**src/rtl/fx_seq_pkg.sv**
```systemverilog
// Shared constants and types for the seven-segment effect step sequencer.
package fx_seq_pkg;

  localparam int COUNT_W = 3;
  localparam logic [COUNT_W-1:0] COUNT_MIN = 3'd0;
  localparam logic [COUNT_W-1:0] COUNT_MAX = 3'd7;

  typedef enum logic [1:0] {
    SPD_1X = 2'd0,
    SPD_2X = 2'd1,
    SPD_4X = 2'd2,
    SPD_8X = 2'd3
  } spd_e;

  localparam logic DIR_FWD = 1'b0;
  localparam logic DIR_REV = 1'b1;

endpackage

```
**src/rtl/fx_prescaler.sv**
```systemverilog
// Programmable step-rate prescaler: counts running cycles and raises tick
// when the count reaches the speed-dependent terminal value.
module fx_prescaler
  import fx_seq_pkg::*;
#(
  parameter int DIV_WIDTH = 24,
  parameter int BASE_DIV  = 12_000_000
) (
  input  logic       clk,
  input  logic       rst,
  input  logic       run,
  input  logic       sync,
  input  logic [1:0] speed,
  output logic       tick
);

  // One extra bit so BASE_DIV == 2**DIV_WIDTH is representable.
  localparam logic [DIV_WIDTH:0] BASE_W = (DIV_WIDTH+1)'(BASE_DIV);

  spd_e                 spd;
  logic [DIV_WIDTH:0]   term_full;
  logic [DIV_WIDTH-1:0] term;
  logic [DIV_WIDTH-1:0] cnt_q;

  assign spd       = spd_e'(speed);
  assign term_full = (BASE_W >> spd) - (DIV_WIDTH+1)'(1);
  assign term      = DIV_WIDTH'(term_full);

  // >= so a speed increase never forces a full wrap of the counter.
  assign tick = run && !sync && (cnt_q >= term);

  always_ff @(posedge clk) begin
    if (rst || sync) begin
      cnt_q <= '0;
    end else if (run) begin
      if (cnt_q >= term) cnt_q <= '0;
      else               cnt_q <= cnt_q + DIV_WIDTH'(1);
    end
  end

endmodule

```
**src/rtl/fx_step_sequencer.sv**
```systemverilog
// Animation index sequencer (0..7) with step/wrap strobes.
// Optional ping-pong mode is enabled by defining FX_PINGPONG_EN.
module fx_step_sequencer
  import fx_seq_pkg::*;
#(
  parameter int DIV_WIDTH = 24,
  parameter int BASE_DIV  = 12_000_000
) (
  input  logic               i_clk,
  input  logic               i_rst,
  input  logic               i_run,
  input  logic               i_dir,
  input  logic [1:0]         i_speed,
  input  logic               i_sync,
`ifdef FX_PINGPONG_EN
  input  logic               i_bounce,
`endif
  output logic [COUNT_W-1:0] o_count,
  output logic               o_step,
  output logic               o_wrap
);

  logic               tick;
  logic [COUNT_W-1:0] count_q, count_n;
  logic               dir_q, dir_n;
  logic               step_q, step_n;
  logic               wrap_q, wrap_n;
`ifdef FX_PINGPONG_EN
  logic               eff_dir;
`endif

  fx_prescaler #(
    .DIV_WIDTH (DIV_WIDTH),
    .BASE_DIV  (BASE_DIV)
  ) u_prescaler (
    .clk   (i_clk),
    .rst   (i_rst),
    .run   (i_run),
    .sync  (i_sync),
    .speed (i_speed),
    .tick  (tick)
  );

  always_comb begin
    count_n = count_q;
    dir_n   = dir_q;
    step_n  = 1'b0;
    wrap_n  = 1'b0;
`ifdef FX_PINGPONG_EN
    eff_dir = dir_q;
`endif
    if (i_sync) begin
      count_n = (i_dir == DIR_REV) ? COUNT_MAX : COUNT_MIN;
      dir_n   = i_dir;
    end else if (tick) begin
      step_n = 1'b1;
`ifdef FX_PINGPONG_EN
      if (i_bounce) begin
        // At an end the only legal move is inward, whatever the flag says.
        if (count_q == COUNT_MAX)      eff_dir = DIR_REV;
        else if (count_q == COUNT_MIN) eff_dir = DIR_FWD;
        count_n = (eff_dir == DIR_REV) ? count_q - 3'd1 : count_q + 3'd1;
        dir_n   = eff_dir;
        if (count_n == COUNT_MAX) dir_n = DIR_REV;
        if (count_n == COUNT_MIN) dir_n = DIR_FWD;
        wrap_n  = (count_n == COUNT_MAX) || (count_n == COUNT_MIN);
      end else begin
        dir_n   = i_dir;
        count_n = (i_dir == DIR_REV) ? count_q - 3'd1 : count_q + 3'd1;
        wrap_n  = (i_dir == DIR_REV) ? (count_q == COUNT_MIN) : (count_q == COUNT_MAX);
      end
`else
      dir_n   = i_dir;
      count_n = (i_dir == DIR_REV) ? count_q - 3'd1 : count_q + 3'd1;
      wrap_n  = (i_dir == DIR_REV) ? (count_q == COUNT_MIN) : (count_q == COUNT_MAX);
`endif
    end
  end

  always_ff @(posedge i_clk) begin
    if (i_rst) begin
      count_q <= COUNT_MIN;
      dir_q   <= DIR_FWD;
      step_q  <= 1'b0;
      wrap_q  <= 1'b0;
    end else begin
      count_q <= count_n;
      dir_q   <= dir_n;
      step_q  <= step_n;
      wrap_q  <= wrap_n;
    end
  end

  assign o_count = count_q;
  assign o_step  = step_q;
  assign o_wrap  = wrap_q;

endmodule

```
**config.mk**
```make
export PLATFORM = sky130hd
export DESIGN_NAME = fx_step_sequencer
export DESIGN_NICKNAME = d
export VERILOG_FILES = /design/src/rtl/fx_seq_pkg.sv /design/src/rtl/fx_prescaler.sv /design/src/rtl/fx_step_sequencer.sv
export SDC_FILE = /design/constraint.sdc
export NUM_CORES = 1
export LEC_CHECK = 0
export CAP_MARGIN = 20
export CORE_MARGIN = 2
export CORE_UTILIZATION = 35
export CTS_BUF_LIST = sky130_fd_sc_hd__clkbuf_2
export CTS_CLUSTER_SIZE = 14
export DETAILED_ROUTE_END_ITERATION = 10
export DONT_BUFFER_PORTS = 1
export PLACE_DENSITY_LB_ADDON = 0.1
export SLEW_MARGIN = 20
export SYNTH_ARGS = -nofsm -noshare
export SYNTH_HDL_FRONTEND = slang
export SYNTH_SLANG_ARGS = --single-unit
```
**constraint.sdc**
```tcl
create_clock -name i_clk -period 4 [get_ports i_clk]
set_input_delay 0.8 -clock i_clk [delete_from_list [all_inputs] [get_ports i_clk]]
set_output_delay 0.8 -clock i_clk [all_outputs]
set_load 0.005 [all_outputs]
```
Word-level counts from Yosys, hierarchy flattened
Cells that the tools add are included.
- bits in registers: 29
- input bits: 7
- add/sub/neg operators: 4
- magnitude comparators: 1
- equal/unequal tests: 1
- shift operators: 1
- muxes and demuxes: 7
- bitwise gates (word level): 1
- reductions and logical operators: 8
- operator list (cell ; count):
    $add 24x1->24 const B ; 1
    $ge 24x24->1 ; 1
    $mux 24 ; 1
    $shr 24x2->24 const A ; 1
    $sub 24x1->24 const B ; 1
    $mux 3 ; 4
    $add 3x1->3 const B ; 1
    $eq 3x3->1 const B ; 1
    $logic_not 3->1 ; 1
    $reduce_or 3->1 ; 1
    $sub 3x1->3 const B ; 1
    $logic_and 1x1->1 ; 2
    $mux 1 ; 2
    $reduce_bool 2->1 ; 1
    $reduce_or 2->1 ; 1
    $logic_not 1->1 ; 1
    $logic_or 1x1->1 ; 1
    $not 1->1 ; 1

Longest topological paths before layout
- depth in word-level cells: 6
- gate-level depth with buffers: 13

Modules after synthesis
From an unflattened synthesis, not the netlist that was laid out.
- cells, all modules: 230
- area total of the unflattened synthesis: 2033.2 um2
- modules (own cells, without submodules) (module ; instances ; cells each ; area an instance (um2)):
    fx_prescaler ; 1 ; 200 ; 1774.2
    fx_step_sequencer ; 1 ; 30 ; 259.0

Worst setup path after synthesis
Ideal clock, no wire load.
- kind: in2reg
- from: in i_speed[1]
- to: reg u_prescaler.cnt_q[13]
- library setup time: 78 ps
- arrival time: 2985 ps
- required time: 3922 ps
- path slack: 937 ps
- cell stages on the path: 11
- cell sequence: inv_1 ha_1 xnor2_1 ha_1 and3_1 a211oi_1 a211oi_2 o31ai_2 a21oi_1 buf_2 nor3_1
- cells in the longest elaborated chain, start to end: 4
- ends and longest elaborated chain (element ; RTL line ; RTL):
    start, declared ; fx_step_sequencer.sv:13 ; input logic [1:0] i_speed,
    $shr 24x2->24 ; fx_prescaler.sv:26 ; assign term_full = (BASE_W >> spd) - (DIV_WIDTH+1)'(1);
    $sub 24x1->24 ; fx_prescaler.sv:26 ;
    $ge 24x24->1 ; fx_prescaler.sv:36 ; if (cnt_q >= term) cnt_q <= '0;
    $mux 24 ; fx_prescaler.sv:36 ;
    end signal, assigned ; fx_prescaler.sv:37 ; else cnt_q <= cnt_q + DIV_WIDTH'(1);
    end, declared ; fx_prescaler.sv:23 ; logic [DIV_WIDTH-1:0] cnt_q;
Every way passes these cells.
A chain may end at the register's enable or synchronous reset.

Worst setup path after layout
- from: in i_speed[1]
- to: reg u_prescaler.cnt_q[15]
The elaborated chain is that of the path after synthesis.

==> impl_metrics.env <==
export IMPL_status="complete, no violations"
export IMPL_fin_nets=271
export IMPL_clk_latency_ns=0.36
export IMPL_cts_resized=0
export IMPL_initialDrtViolationCount=43
export IMPL_num_antenna_cells=0
export IMPL_cap_violations=0
export IMPL_core_area_mm2=0.00544
export IMPL_avgViaCountPerCell=5.03
export IMPL_grt_overflow=0
export IMPL_syn_cell_area_mm2=0.00195
export IMPL_powerDensity_mw_per_mm2=239
export IMPL_synth_avg_cell_area_um2=8.36
export IMPL_rows=27
export IMPL_htreeDepth=2
export IMPL_fin_total_pwr_uw=496
export IMPL_grt_total_usage_pct=15.2
export IMPL_synth_distinct_cells=38
export IMPL_ioPinCount=12
export IMPL_fin_crit_ns=3.07
export IMPL_synth_top_area_share_pct=29.8
export IMPL_final_common_cell="nor3_1"
export IMPL_crit_required_ns=4.30
export IMPL_drtAntennaViolNets=0
export IMPL_ys_top_cells_by_area="dfxtp_1 30%, ha_1 18%, nor3_1 7.7%"
export IMPL_setup_viol=0
export IMPL_cts_root_buf="clkbuf_2"
export IMPL_synth_flop_cell="dfxtp_1"
export IMPL_synth_async_reset_ratio_pct=0
export IMPL_yosysTopAreaCell="dfxtp_1"
export IMPL_wl_mm=4.16
export IMPL_syn_to_final_growth_pct=6.29
export IMPL_fin_crit_sh_pct=76.7
export IMPL_drc=0
export IMPL_vias=1548
export IMPL_finalHoldViolCount=0
export IMPL_leakage_nw=0.791
export IMPL_initial_core_util_pct=35.8
export IMPL_crit_path_max_fanout=10
export IMPL_ys_seq_elements=29
export IMPL_synth_edf_count=0
export IMPL_wl_per_cell_um=13.5
export IMPL_holdCritPathClass="in2reg"
export IMPL_cp_end_kind="flop"
export IMPL_synth_warnings=0
export IMPL_crit_start="i_speed[1]"
export IMPL_place_gp_congestion=0.718
export IMPL_clock_skew_ns=0.0231
export IMPL_critical_path_class="in2reg"
export IMPL_synth_nets=269
export IMPL_numClockSinks=29
export IMPL_crit_path_start_kind="primary input"
export IMPL_clk_pin_slew_ns=0.17
export IMPL_layout_common_cells="30 x nor3_1, 29 x dfxtp_1, 28 x ha_1"
export IMPL_post_place_cells=300
export IMPL_slew_violations=0
export IMPL_synthCells=233
export IMPL_fmax_mhz=326
export IMPL_die_area_mm2=0.00618
export IMPL_cts_path_max_buffers=2
export IMPL_dp_hpwl_mm=3.15
export IMPL_fp_dieH_um=78.6
export IMPL_final_util_pct=38.1
export IMPL_firstDrtPassIters=4
export IMPL_postCtsSetupBuffers=0
export IMPL_tns_ns=0
export IMPL_ys_seq_area_share_pct=29.8
export IMPL_peakVddDrop_uv=113
export IMPL_maxSlewHeadroom_pct=54.3
export IMPL_port_buffers=0
export IMPL_worstHoldStart="i_rst"
export IMPL_drive_gt1_share_pct=6.36
export IMPL_grt_max_degree=27
export IMPL_grt_pass1_wl_mm=7.36
export IMPL_antenna_found_initial=0
export IMPL_die_x_um=78.6
export IMPL_grt_pass1_vias=1520
export IMPL_cts_tree="built"
export IMPL_numCtsBuffers=5
export IMPL_tightest_slew_ns=0.682
export IMPL_hold_buffers=0
export IMPL_crit_arrival_ns=3.36
export IMPL_rr_startpoint="u_prescaler.cnt_q[6]"
export IMPL_fin_cells=308
export IMPL_rsz0062_at_grt="false"
==> cell usage after synthesis, drive strengths merged, types with 2 or more instances <==
| cell type | instances |
|---|---|
| a221oi | 2 |
| clkbuf | 6 |
| a211oi | 3 |
| inv | 17 |
| nand3 | 8 |
| nor2 | 12 |
| nand2 | 17 |
| buf | 3 |
| and3 | 4 |
| a21oi | 12 |
| and4 | 2 |
| xnor2 | 13 |
| nand4 | 10 |
| o21ai | 4 |
| xor2 | 9 |
| or3 | 2 |
| a311oi | 2 |
| ha | 28 |
| nor2b | 6 |
| dfxtp | 29 |
| nor3 | 30 |
==> layer usage <==
metal  GRT usage (%)  wire length [µm]  vias up
met5               0                 0        -
met4            4.21                42        0
met3            3.56               135        5
met2            23.7              1780       16
met1            20.9              2200      698
li1                -                 -      829
==> final timing paths <==
kind                                               to  slack (ns)  depth (start not counted)
worst min register to register   u_prescaler.cnt_q[1]        0.50                          2
worst max register to register  u_prescaler.cnt_q[15]        1.53                          8
worst min-delay path                       o_count[1]        0.49                          1
worst max-delay path            u_prescaler.cnt_q[15]        0.93                         11
==> per-stage QoR <==
step                cell area [µm²]  worst slack [ns]  hold slack (ns)
floorplan                      1950             0.937            0.458
global placement               2030             0.470            0.479
detailed placement             2030             0.525            0.479
CTS                            2070             0.897            0.466
global route                   2070             0.643            0.445
finish                         2070             0.933            0.490
==> report_power, final <==
group          switching, mW  leakage (nW)  internal (mW)
registers            0.00342         0.234          0.292
logic                 0.0303         0.524         0.0193
clock network          0.107        0.0327         0.0440
==> area by class of cell <==
cell class | count | area, µm²
Inverter | 17 | 63.8
Tap cell | 72 | 90.1
Sequential cell | 29 | 581
Clock inverter | 2 | 10.0
Clock buffer | 6 | 30.0
Timing Repair Buffer | 4 | 30.0
Fill cell | 566 | 3370
Multi-Input combinational cell | 178 | 1270
==> state kept, by name (all words and copies together), names as in the netlist <==
register	count
u_prescaler.cnt_q	24
o_count	3
o_wrap	1
o_step	1
==> kinds of logic (layout without fill, tap and decap cells) <==
family,after synthesis,in the layout,share of synthesized area [%]
xor gates and xnor gates,22,22,9.89
buffers and inverters,26,29,5.20
DFF,29,29,29.8
and+or+nand+nor,96,96,25.2
adders and majority gates,29,29,19.0
AOI/OAI and AO/OA,31,31,10.9
==> worst max-delay path, cell delays in order <==
cell and delay [ns]:
inv_1 0.12, ha_1 0.28, xnor2_1 0.19, ha_1 0.28, and3_1 0.16, a211oi_1 0.22, a211oi_2 0.13, o31ai_2 0.57
a21oi_1 0.19, buf_4 0.21, nor3_1 0.20
Power figures use the tool's default switching activity.
